[config.mk]
export PLATFORM = sky130hd
export DESIGN_NAME = firefly_array
export DESIGN_NICKNAME = d
export VERILOG_FILES = /design/src/rtl/firefly_array.sv
export SDC_FILE = /design/constraint.sdc
export NUM_CORES = 1
export LEC_CHECK = 0
export ABC_CLOCK_PERIOD_IN_PS = 2700
export BUFFER_PORTS_ARGS = -buffer_cell sky130_fd_sc_hd__buf_4
export CORE_MARGIN = 2
export CORE_UTILIZATION = 50
export CTS_CLUSTER_SIZE = 12
export DETAILED_ROUTE_END_ITERATION = 7
export PLACE_DENSITY = 0.63
export SLEW_MARGIN = 20
export SYNTH_ARGS = -nofsm -noshare
export SYNTH_HDL_FRONTEND = slang
export SYNTH_HIERARCHICAL = 1
export SYNTH_SLANG_ARGS = --single-unit
[constraint.sdc]
create_clock -name clk -period 2.7 [get_ports clk]
set_input_delay 0.54 -clock clk [delete_from_list [all_inputs] [get_ports clk]]
set_output_delay 0.54 -clock clk [all_outputs]
set_load 0.05 [all_outputs]
[src/rtl/firefly_array.sv]
// firefly_array: N_CH independent queen-edge triggered pulse channels (IDLE -> WAIT -> PULSE).
// Optional build macro FIREFLY_SYNC_EN adds a 2-flop synchronizer on each f0 bit.

module firefly_ch #(
    parameter int PULSE_LEN = 15000,
    parameter int DELAY     = 0,
    parameter int CW        = 14
) (
    input  logic clk,
    input  logic rst_n,
    input  logic en,
    input  logic mode,
    input  logic f0,
    output logic f1,
    output logic busy,
    output logic done
);
    typedef enum logic [1:0] {IDLE, WAIT, PULSE} state_t;

    localparam bit            ZERO_DLY = (DELAY == 0);
    localparam logic [CW-1:0] PL_M1    = CW'(PULSE_LEN - 1);
    localparam logic [CW-1:0] DL_M1    = CW'((DELAY == 0) ? 0 : DELAY - 1);

    state_t        state;
    logic [CW-1:0] cnt;
    logic          smp;
    logic          prev;
    logic          rise;

`ifdef FIREFLY_SYNC_EN
    logic [1:0] sync;

    always_ff @(posedge clk or negedge rst_n) begin
        if (!rst_n) sync <= '0;
        else        sync <= {sync[0], f0};
    end

    assign smp = sync[1];
`else
    assign smp = f0;
`endif

    assign rise = smp & ~prev;

    // Counter holds remaining cycles minus one; zero means this is the last cycle of the state.
    always_ff @(posedge clk or negedge rst_n) begin
        if (!rst_n) begin
            state <= IDLE;
            cnt   <= '0;
            prev  <= 1'b0;
            f1    <= 1'b0;
            busy  <= 1'b0;
            done  <= 1'b0;
        end else begin
            prev <= smp;
            done <= 1'b0;
            if (!en) begin
                state <= IDLE;
                cnt   <= '0;
                f1    <= 1'b0;
                busy  <= 1'b0;
            end else begin
                case (state)
                    IDLE: begin
                        if (rise) begin
                            state <= ZERO_DLY ? PULSE : WAIT;
                            cnt   <= ZERO_DLY ? PL_M1 : DL_M1;
                            f1    <= ZERO_DLY;
                            busy  <= 1'b1;
                        end
                    end
                    WAIT: begin
                        if (rise && mode) begin
                            state <= ZERO_DLY ? PULSE : WAIT;
                            cnt   <= ZERO_DLY ? PL_M1 : DL_M1;
                            f1    <= ZERO_DLY;
                        end else if (cnt == '0) begin
                            state <= PULSE;
                            cnt   <= PL_M1;
                            f1    <= 1'b1;
                        end else begin
                            cnt <= cnt - 1'b1;
                        end
                    end
                    PULSE: begin
                        // A retrigger wins over completion, so an aborted pulse never strobes done.
                        if (rise && mode) begin
                            state <= ZERO_DLY ? PULSE : WAIT;
                            cnt   <= ZERO_DLY ? PL_M1 : DL_M1;
                            f1    <= ZERO_DLY;
                        end else if (cnt == '0) begin
                            state <= IDLE;
                            f1    <= 1'b0;
                            busy  <= 1'b0;
                            done  <= 1'b1;
                        end else begin
                            cnt <= cnt - 1'b1;
                        end
                    end
                    default: begin
                        state <= IDLE;
                        cnt   <= '0;
                        f1    <= 1'b0;
                        busy  <= 1'b0;
                    end
                endcase
            end
        end
    end
endmodule

module firefly_array #(
    parameter int N_CH      = 4,
    parameter int PULSE_LEN = 15000,
    parameter int DELAY     = 0
) (
    input  logic            clk,
    input  logic            rst_n,
    input  logic            en,
    input  logic            mode,
    input  logic [N_CH-1:0] f0,
    output logic [N_CH-1:0] f1,
    output logic [N_CH-1:0] busy,
    output logic [N_CH-1:0] done
);
    localparam int MAXV = (PULSE_LEN > DELAY) ? PULSE_LEN : DELAY;
    localparam int CW   = $clog2(MAXV + 1);

    firefly_ch #(
        .PULSE_LEN (PULSE_LEN),
        .DELAY     (DELAY),
        .CW        (CW)
    ) u_ch [N_CH-1:0] (
        .clk   (clk),
        .rst_n (rst_n),
        .en    (en),
        .mode  (mode),
        .f0    (f0),
        .f1    (f1),
        .busy  (busy),
        .done  (done)
    );
endmodule

==> results of run 1 <==
## per-stage QoR
stage | hold WS, ps | util, %
5_1_grt | 310.8 | 57.34
4_1_cts | 305.0 | 57.34
3_5_place_dp | 530.8 | 54.51
6_report | 302.9 | 57.34
2_1_floorplan | 244.4 | -
3_3_place_gp | 516.4 | 54.51
## final cells by class
class | count | area (µm²) | area share, %
clock buffers | 10 | 137.6 | 2.966
clock inverters | 6 | 91.34 | 1.968
inverters | 21 | 78.83 | 1.699
multi-input cells | 335 | 2160 | 46.54
flip-flops and latches | 72 | 1802 | 38.82
well taps | 105 | 131.4 | 2.831
repair buffers | 32 | 240.2 | 5.177
## logic make-up (layout without fill, tap and decap cells)
logic type,count (synthesis),after routing
AOI/OAI and AO/OA,146,146
xor gates and xnor gates,3,3
adders and majority gates,4,4
buffers and inverters,36,69
DFF,72,72
and+or+nand+nor,182,182
## placed cells by master, fill, tap and decap left out, types with 8 or more instances in the layout
cell type,n
nor2b_1,8
or4_1,17
inv_1,18
clkbuf_8,10
a22o_1,15
nor2_1,31
o21ai_0,37
dfrtp_1,72
nand3_1,19
nand2_1,42
nor3_1,14
o31ai_1,15
a21oi_1,25
buf_4,32
## routing by layer
metal	global-route usage, %	vias up	share of wire (%)
met4	7.729	0	1.4
met2	36.05	57	47
met1	31.36	1735	49
li1	-	1741	-
met3	3.671	12	3.2
met5	0	-	0
## critical path, cell delays in order, from the launching register on
cell and delay, ps:
dfrtp_1 420, inv_1 70, ha_1 200, or4b_1 580, o41ai_4 520, and2_4 250, inv_2 60, o311ai_1 90
o211ai_1 140
## state kept, by name (all words and copies together) (netlist names)
name / cells
u_ch/done: 4
u_ch/f1: 4
u_ch/cnt: 56
u_ch/busy: 4
u_ch/prev: 4
## worst min-delay path by stage
stage,depth (start not counted),from,to
floorplan,0,rst_n,u_ch[0]/busy$_DFFE_PN0P_
global placement,1,u_ch[3]/cnt[11]$_DFFE_PN0P_,u_ch[3]/cnt[11]$_DFFE_PN0P_
detailed placement,1,u_ch[3]/cnt[11]$_DFFE_PN0P_,u_ch[3]/cnt[11]$_DFFE_PN0P_
CTS,1,f0[3],u_ch[3]/prev$_DFF_PN0_
global route,1,f0[3],u_ch[3]/prev$_DFF_PN0_
finish,1,rst_n,u_ch[0]/cnt[8]$_DFFE_PN0P_
## report_power, final
part           internal [mW]  switching [mW]  leakage (nW)  total (mW)
clock network          0.549           0.431         0.105       0.980
registers               1.22           0.175         0.951        1.39
logic                  0.437           0.675         0.983        1.11
==> reports/results.md, run 1 <==
### Critical path
* **r2r startpoint** u_ch[1]/cnt[1]$_DFFE_PN0P_
* **Worst Setup Start Kind** flip-flop
* **Crit. Startpoint** u_ch[1]/cnt[1]$_DFFE_PN0P_
* **Setup Crit Path Kind** flip-flop to flip-flop
* **slack of the worst reg-to-reg path** 230 ps
* **FF-to-FF End** u_ch[1]/cnt[11]$_DFFE_PN0P_
* **number of cell instances on the worst register-to-register path** 8
* **Critical path destination** u_ch[1]/cnt[11]$_DFFE_PN0P_
* **data arrival time of the critical path** 2680 ps
* **Worst EP required** 2910 ps
* **largest fanout on the critical path** 7
* **critical path endpoint category** flip-flop

### Pwr
* **cell area power density** 750.5 nW/µm²
* **reported leakage power** 2.039 nW
* **post-layout power** 3.483 mW
* **Worst IR Drop VDD** 0.3736 mV

### Yosys
* **YS warnings** 6
* **synthesized flop and latch total** 72
* **area share of fa/ha/maj cells after synthesis** 1.217%
* **area fraction in and, or, nand and nor cells after synthesis** 24.92%
* **cell accounting for the most synthesized area** dfrtp_1
* **post-synthesis xor/xnor area fraction** 0.6389%
* **main combinational cell family by area after synthesis** compound AO/OA/AOI/OAI gates
* **ys async rst share** 100.0%
* **number of library cell types mapped by synthesis** 55
* **sequential share of the synthesized area** 43.81%
* **multiplexer area fraction after synthesis** 0%
* **top cell type's share of synthesized area** 43.81%
* **most used standard cells in the synthesized netlist** dfrtp_1 (72), nand2_1 (42), o21ai_0 (37)
* **Mapped Cells** 443
* **post-synthesis net count** 455
* **top cells by area in the synthesized netlist** dfrtp_1 (44%), o21ai_0 (4.5%), nand2_1 (3.8%)
* **most common cell in the netlist** dfrtp_1
* **Synth Area in Compound Gates** 25.74%
* **Post-synth EDFFs** 0
* **synthesized cell area** 4113 µm²
* **ys flop type** dfrtp_1
* **average cell area after synthesis** 9.284 µm²

### Final layout
* **share of layout cells above drive strength 1** 15.97%
* **post-route design area** 4641 µm²
* **# fillers** 739
* **layout overhead on the synthesized area** 12.84%
* **number of inserted diodes** 0
* **non-filler cells in the finished layout** 581
* **# nets final** 483

### Timing
* **f_max** 405.4 MHz
* **Final TNS setup** 0 ps
* **minimum clock period** 2467 ps
* **transition time of the tightest slew-check pin** 879.9 ps
* **final-report hold violation count** 0
* **RSZ-0062 raised after global routing** false
* **Setup-failing EPs final** 0
* **headroom to the max-slew limit** 41.34%
* **clk_skew** 10.24 ps
* **final critical-path setup slack** 233.3 ps
* **max-slew violation count** 0
* **fraction of the cycle the final worst path needs** 91.36%

### Placement
* **number of buffers added on ports** 19
* **placed cell areas** 4412 µm²
* **cell count after placement** 565
* **Setup WS pre-CTS** 288.6 ps
* **DP HPWL** 6.606 mm
* **final estimated routing congestion in global placement** 0.8220

### CTS
* **clock latency of the later-clocked register in the worst-skew pair** 340 ps
* **TritonCTS clock tree** built
* **Root Driver** clkbuf_8
* **Clk pin slew, worst setup/hold paths** 90 ps
* **maximum buffer depth of the clock tree** 2
* **H-tree depth reported by CTS** 3
* **number of resized instances in the post-cts repair step** 0
* **sink count of the clock tree** 72
* **Post-CTS Setup Repair Bufs** 0
* **number of buffers added to fix hold violations after cts** 0
* **number of clock buffers inserted by TritonCTS** 9

### Detailed routing
* **routed len/inst** 16.16 µm
* **vias per cell** 6.102
* **number of detailed-route iterations in the first pass** 4
* **Antenna Nets Post-Route** 0
* **final WL** 9.388 mm
* **DRC marker count from the first detailed-route iteration** 141
* **vias post-DR** 3,545
* **number of DRC violations after detailed routing** 0

### Die
* **Floorplan Core Area** 8093 µm²
* **total I/O pin count** 20
* **area of the die** 8967 µm²
* **standard-cell row count** 33
* **initial cell density of the core** 50.82%
* **height of the die** 94.70 µm
* **DIE WIDTH** 94.70 µm

### Worst hold path
* **HP Class** input pin to asynchronous set/reset pin

### Flow run
* **count of max-cap constraint violations** 0

### GRT
* **GRT Resource Usage Total** 22.61%
* **largest net degree at the start of global routing** 73
* **wire length of the first global-routing pass** 16.11 mm
* **antenna violations before repair** 0
* **number of global-route vias before repair** 3,349
* **remaining global-route overflow** 0

### Status
* **run status** finished, final reports clean

Note: power is estimated with default switching activity, not from simulation.
==> run 2, diff against run 1 <==
CORE_MARGIN = 1   (was 2)
SYNTH_HIERARCHICAL = not set   (was 1)
==> run 2 against run 1 <==
- combinational power decreased by 23%
- sequential share of layout area increased by 2.1 points
- flip-flop and latch count unchanged
- register-to-register slack about the same
- clock skew increased by 3.4 ps
- clock-buffer cell count increased by 2
- via count decreased by 1.9%
- critical path type unchanged
- largest power group unchanged
- sequential power about the same
- die area decreased by 5.8%
- synthesized cell count increased by 2.0%
- critical path depth decreased by 1
- first-iteration DRC count increased by 15%
==> reports/results.md, run 2 <==
### Status
* **run status** finished, final reports clean

### Die
* **total I/O pin count** 20, unchanged
* **DIE WIDTH** 91.91 µm, -2.9%
* **Floorplan Core Area** 7767 µm², -4.0%
* **height of the die** 91.91 µm, -2.9%
* **standard-cell row count** 32, -3.0%
* **area of the die** 8447 µm², -5.8%
* **initial cell density of the core** 52.03%, +1.2 points

### GRT
* **largest net degree at the start of global routing** 73, unchanged
* **GRT Resource Usage Total** 23.50%, +0.90 points
* **number of global-route vias before repair** 3,260, -2.7%
* **remaining global-route overflow** 0, unchanged
* **antenna violations before repair** 0, unchanged
* **wire length of the first global-routing pass** 15.70 mm, -2.6%

### CTS
* **Clk pin slew, worst setup/hold paths** 80 ps, about the same
* **Root Driver** clkbuf_8
* **H-tree depth reported by CTS** 3, unchanged
* **number of clock buffers inserted by TritonCTS** 9, unchanged
* **TritonCTS clock tree** built
* **maximum buffer depth of the clock tree** 2, unchanged
* **number of buffers added to fix hold violations after cts** 0, unchanged
* **Post-CTS Setup Repair Bufs** 0, unchanged
* **sink count of the clock tree** 72, unchanged
* **clock latency of the later-clocked register in the worst-skew pair** 350 ps, about the same
* **number of resized instances in the post-cts repair step** 0, unchanged

### Critical path
* **WP buf/inv** 1, -1
* **critical-path cell with the highest stage delay** or4_1
* **Setup Crit Path Kind** flip-flop to flip-flop
* **max incr delay on CP** 670 ps, +90 ps
* **largest fanout on the critical path** 8, +1
* **data arrival time of the critical path** 2710 ps, +30 ps
* **Worst Setup Start Kind** flip-flop
* **critical path endpoint category** flip-flop
* **critical path cell sequence** inv_1 -> ha_1 -> or4b_4 -> or4_1 -> nand3_2 -> a21oi_1 -> o221a_1
* **Worst EP required** 2940 ps, +30 ps
* **family with the most delay on the worst path** simple AND/OR/NAND/NOR gates

### Yosys
* **number of library cell types mapped by synthesis** 68, +24%
* **ys flop type** dfrtp_1
* **average cell area after synthesis** 8.941 µm², -3.7%
* **synthesized flop and latch total** 72, unchanged
* **most common cell in the netlist** dfrtp_1
* **Mapped Cells** 452, +2.0%
* **most used standard cells in the synthesized netlist** dfrtp_1 (72), nor2_1 (47), nand2_1 (36)
* **Post-synth EDFFs** 0, unchanged
* **post-synthesis net count** 464, +2.0%
* **cell accounting for the most synthesized area** dfrtp_1
* **top cell type's share of synthesized area** 44.58%, +0.77 points
* **YS warnings** 0, -6
* **top cells by area in the synthesized netlist** dfrtp_1 (45%), nor2_1 (4.4%), a21oi_1 (4.2%)
* **synthesized cell area** 4041 µm², -1.7%
* **ys async rst share** 100.0%, unchanged
* **sequential share of the synthesized area** 44.58%, +0.77 points

### Final layout
* **# fillers** 706, -4.5%
* **# nets final** 478, -1.0%
* **leading cell types in the layout, fill and taps excluded** dfrtp_1 (72), nor2_1 (47), nand2_1 (36)
* **register with the most flip-flops** u_ch.cnt
* **most common cell after layout, fill and taps aside** dfrtp_1
* **flip-flop count of the largest register after layout** 56, unchanged
* **number of inserted diodes** 0, unchanged
* **non-filler cells in the finished layout** 572, -1.5%
* **layout overhead on the synthesized area** 8.947%
* **share of layout cells above drive strength 1** 13.62%, -2.3 points

### Detailed routing
* **routed len/inst** 15.91 µm, -1.6%
* **final WL** 9.098 mm, -3.1%
* **DRC marker count from the first detailed-route iteration** 162, +15%
* **number of detailed-route iterations in the first pass** 4, unchanged
* **vias post-DR** 3,479, -1.9%
* **vias per cell** 6.082, -0.32%
* **Antenna Nets Post-Route** 0, unchanged
* **number of DRC violations after detailed routing** 0, unchanged

### Timing
* **RSZ-0062 raised after global routing** false
* **Setup-failing EPs final** 0, unchanged
* **minimum clock period** 2468 ps, +1.343 ps
* **transition time of the tightest slew-check pin** 907.1 ps, +27.18 ps
* **headroom to the max-slew limit** 39.53%, -1.8 points
* **max-slew violation count** 0, unchanged
* **f_max** 405.2 MHz, about the same
* **Final TNS setup** 0 ps, unchanged
* **fraction of the cycle the final worst path needs** 91.41%, about the same
* **final-report hold violation count** 0, unchanged
* **clk_skew** 13.59 ps, +3.352 ps

### Placement
* **DP HPWL** 6.349 mm, -3.9%
* **number of buffers added on ports** 19, unchanged
* **final estimated routing congestion in global placement** 0.8847, +7.6%
* **cell count after placement** 557, -1.4%

### Pwr
* **reported leakage power** 1.904 nW, -6.7%
* **cell area power density** 669.4 nW/µm², -11%
* **post-layout power** 2.947 mW, -15%
* **Worst IR Drop VDD** 0.4214 mV, +13%

### Flow run
* **count of max-cap constraint violations** 0, unchanged

### Worst hold path
* **HP Class** input pin to asynchronous set/reset pin

run 2: cell count changes after synthesis, sizes merged, moves of 8 or more:
| cell | before | now |
|---|---|---|
| o31ai | 15 | 6 |
| o41ai | 11 | 2 |
| and2 | 10 | 2 |
| a22o | 15 | 2 |
| or4 | 19 | 11 |
| nor2 | 31 | 49 |
| a21oi | 26 | 34 |
run 2: routing by layer:
layer / track usage [%] / share of wire (%) / vias to the layer above
li1: - / - / 1709
met1: 32.46 / 48 / 1668
met2: 35.88 / 46 / 88
met3: 4.809 / 4.1 / 14
met4: 10.03 / 1.4 / 0
met5: 0 / 0 / -
run 2: kinds of logic (layout without fill, tap and decap cells):
logic type               after synthesis  after routing  synth area share [%]
buffers and inverters                 42             60                 5.232
AND/OR/NAND/NOR                      190            190                 24.92
flip-flops                            72             72                 44.58
XOR/XNOR                               5              5                 1.084
adder cells (fa/ha/maj)                4              4                 1.238
AO/OA/AOI/OAI                        139            139                 22.94
run 2: final cells by class:
class                           count  area, µm²  area share, %
Multi-Input combinational cell    338       2028          46.06
Sequential cell                    72       1802          40.92
Tap cell                          102      127.6          2.899
Timing Repair Buffer               30      225.2          5.115
Inverter                           15      56.30          1.279
Clock inverter                      3      18.77         0.4263
Clock buffer                       12      145.1          3.296
run 2: where the power goes:
group	leakage, nW	total [mW]	switching [mW]	internal (mW)
sequential	0.943	1.36	0.154	1.21
combinational	0.875	0.850	0.512	0.338
clock	0.0862	0.736	0.383	0.353
run 2: per-stage QoR:
| stage | utilization, % | worst slack [ps] | hold WS (ps) | instance area (µm²) |
|---|---|---|---|---|
| after detailed placement | 54.57 | 242.7 | 515.8 | 4239 |
| after global placement | 54.57 | 278.4 | 497.3 | 4239 |
| after CTS | 56.68 | 244.1 | 295.9 | 4403 |
| after global routing | 56.68 | 122.5 | 299.0 | 4403 |
| final | 56.68 | 232.0 | 300.8 | 4403 |
| after floorplan | - | 442.0 | 244.4 | 4041 |
run 2: path summary, 6_finish.rpt:
| check | start | depth (start not counted) | slack (ps) | endpoint |
|---|---|---|---|---|
| worst max-delay path | u_ch[2].cnt[0]$_DFFE_PN0P_ | 7 | 230 | u_ch[2].cnt[7]$_DFFE_PN0P_ |
| worst min-delay path | rst_n | 1 | 300 | u_ch[2].cnt[10]$_DFFE_PN0P_ |
| worst max register to register | u_ch[2].cnt[0]$_DFFE_PN0P_ | 7 | 230 | u_ch[2].cnt[7]$_DFFE_PN0P_ |
| worst min register to register | u_ch[1].cnt[12]$_DFFE_PN0P_ | 2 | 530 | u_ch[1].cnt[12]$_DFFE_PN0P_ |
| max in group asynchronous | rst_n | 1 | 1780 | u_ch[3].prev$_DFF_PN0_ |
| min in group clk | f0[0] | 1 | 320 | u_ch[0].prev$_DFF_PN0_ |
run 2: worst register-to-register path, delay by kind of cell (launching register included):
family | cells | cell delay, ps
and+or+nand+nor | 3 | 1350
buffers and inverters | 1 | 100
AOI/OAI and AO/OA | 2 | 320
adders and majority gates | 1 | 230
DFF | 1 | 390
==> run 3, diff against run 2 <==
GPL_TIMING_DRIVEN = 0   (was not set)
==> run 3 against run 2 <==
- non-clock buffer count increased by 15
- register-to-register slack improved by 30 ps
- clock-buffer cell count unchanged
- sequential power about the same
- cell count increased by 2.8%
- routed wire length increased by 4.3%
- flip-flop and latch count unchanged
- die area unchanged
==> reports/results.md, run 3 (synthesis gave the netlist of run 2 again) <==
### CTS
* **H-tree depth reported by CTS** 3, unchanged
* **number of buffers added to fix hold violations after cts** 0, unchanged
* **number of resized instances in the post-cts repair step** 0, unchanged
* **maximum buffer depth of the clock tree** 2, unchanged
* **Root Driver** clkbuf_8
* **number of clock buffers inserted by TritonCTS** 9, unchanged
* **sink count of the clock tree** 72, unchanged
* **Clk pin slew, worst setup/hold paths** 70 ps, about the same
* **Post-CTS Setup Repair Bufs** 0, unchanged
* **clock latency of the later-clocked register in the worst-skew pair** 330 ps, -20 ps
* **TritonCTS clock tree** built

### Critical path
* **data arrival time of the critical path** 2640 ps, -70 ps
* **family with the most delay on the worst path** simple AND/OR/NAND/NOR gates
* **WP buf/inv** 2, +1
* **Worst EP required** 2910 ps, -30 ps
* **max incr delay on CP** 530 ps, -140 ps
* **Worst Setup Start Kind** flip-flop
* **critical-path cell with the highest stage delay** or4b_4
* **largest fanout on the critical path** 8, unchanged
* **critical path endpoint category** flip-flop
* **critical path cell sequence** inv_1 -> ha_1 -> or4b_4 -> or4_1 -> buf_2 -> nand3_2 -> a21oi_1 -> o221a_1
* **Setup Crit Path Kind** flip-flop to flip-flop

### Final layout
* **layout overhead on the synthesized area** 10.96%
* **non-filler cells in the finished layout** 588, +2.8%
* **number of inserted diodes** 0, unchanged
* **leading cell types in the layout, fill and taps excluded** dfrtp_1 (72), nor2_1 (47), nand2_1 (36)
* **flip-flop count of the largest register after layout** 56, unchanged
* **share of layout cells above drive strength 1** 13.58%, -0.037 points
* **final core utilization** 57.73%, +1.0 points
* **most common cell after layout, fill and taps aside** dfrtp_1
* **register with the most flip-flops** u_ch.cnt
* **# fillers** 732, +3.7%
* **# nets final** 493, +3.1%

### Detailed routing
* **routed len/inst** 16.13 µm, +1.4%
* **vias per cell** 6.087, about the same
* **DRC marker count from the first detailed-route iteration** 153, -5.6%
* **vias post-DR** 3,579, +2.9%
* **number of DRC violations after detailed routing** 0, unchanged
* **final WL** 9.487 mm, +4.3%
* **Antenna Nets Post-Route** 0, unchanged
* **number of detailed-route iterations in the first pass** 5, +1

### Die
* **Floorplan Core Area** 7767 µm², unchanged
* **initial cell density of the core** 52.03%, unchanged
* **DIE WIDTH** 91.91 µm, unchanged
* **area of the die** 8447 µm², unchanged
* **standard-cell row count** 32, unchanged
* **height of the die** 91.91 µm, unchanged
* **total I/O pin count** 20, unchanged

### Placement
* **DP HPWL** 6.573 mm, +3.5%
* **cell count after placement** 572, +2.7%
* **number of buffers added on ports** 18, -1
* **final estimated routing congestion in global placement** 0.8489, -4.0%
* **Setup WS pre-CTS** 290.9 ps, +48.16 ps

### Timing
* **final critical-path setup slack** 266.9 ps, +34.92 ps
* **RSZ-0062 raised after global routing** false
* **transition time of the tightest slew-check pin** 904.1 ps, -2.964 ps
* **clk_skew** 10.90 ps, -2.694 ps
* **hold_ws** 328.6 ps, +27.79 ps
* **f_max** 411.0 MHz, +1.4%
* **headroom to the max-slew limit** 39.72%, +0.20 points
* **Final TNS setup** 0 ps, unchanged
* **final-report hold violation count** 0, unchanged
* **max-slew violation count** 0, unchanged
* **fraction of the cycle the final worst path needs** 90.11%, -1.3 points
* **minimum clock period** 2433 ps, -34.92 ps
* **Setup-failing EPs final** 0, unchanged

### Pwr
* **reported leakage power** 1.939 nW, +1.9%
* **fraction of power spent switching nets** 34.81%, -0.79 points
* **internal power** 1.964 mW, +3.5%
* **combinational group share of total power** 28.3%, -0.5 points
* **Clk network pwr share** 26.5%, +1.5 points
* **Reg power frac** 45.1%, -1.1 points
* **switching power total** 1.049 mW, about the same
* **cell area power density** 671.8 nW/µm², +0.36%
* **Worst IR Drop VDD** 0.5257 mV, +25%

### GRT
* **remaining global-route overflow** 0, unchanged
* **GRT Resource Usage Total** 24.21%, +0.71 points
* **largest net degree at the start of global routing** 73, unchanged
* **number of global-route vias before repair** 3,458, +6.1%
* **antenna violations before repair** 0, unchanged
* **wire length of the first global-routing pass** 16.33 mm, +4.0%

### Worst hold path
* **HP Class** input pin to asynchronous set/reset pin

### Flow run
* **count of max-cap constraint violations** 0, unchanged

### Status
* **run status** finished, final reports clean

## run 3: final cells by class
class	count	area (µm²)	area share, %
tap	102	127.6	2.846
inverter	15	56.30	1.256
sequential	72	1802	40.18
buffer	27	155.1	3.460
clock buffer	12	135.1	3.013
multi-input combinational	338	2028	45.23
timing repair buffer	18	135.1	3.013
clock inverter	4	45.04	1.004
## run 3: metal layers
layer	up-vias	global-route usage [%]	part of all wire, %
met5	-	0	0
met4	0	7.682	0.67
met3	4	4.478	4.5
met2	109	39.49	49
met1	1726	32.67	46
li1	1740	-	-
## run 3: final timing paths
| path | start | end | slack, ps | cells after the start |
|---|---|---|---|---|
| max reg2reg | u_ch[2].cnt[0]$_DFFE_PN0P_ | u_ch[2].cnt[7]$_DFFE_PN0P_ | 270 | 8 |
| min reg2reg | u_ch[1].cnt[12]$_DFFE_PN0P_ | u_ch[1].cnt[12]$_DFFE_PN0P_ | 520 | 2 |
| min | rst_n | u_ch[1].cnt[12]$_DFFE_PN0P_ | 330 | 1 |
| max in group asynchronous | rst_n | u_ch[1].busy$_DFFE_PN0P_ | 1770 | 1 |
| min in group clk | f0[0] | u_ch[0].prev$_DFF_PN0_ | 330 | 1 |
| max | u_ch[2].cnt[0]$_DFFE_PN0P_ | u_ch[2].cnt[7]$_DFFE_PN0P_ | 270 | 8 |
## run 3: per-stage QoR
step	total power, mW	cell area [µm²]
CTS	3.034	4484
global route	3.208	4484
global placement	2.207	4304
detailed placement	2.223	4304
finish	3.012	4484
floorplan	1.995	4041
## run 3: power by group through the flow
stage,clock network [mW],logic [mW],registers [mW]
floorplan,0,0.657,1.34
global placement,0,0.835,1.37
detailed placement,0,0.848,1.38
CTS,0.827,0.852,1.36
global route,0.869,0.956,1.38
finish,0.799,0.854,1.36
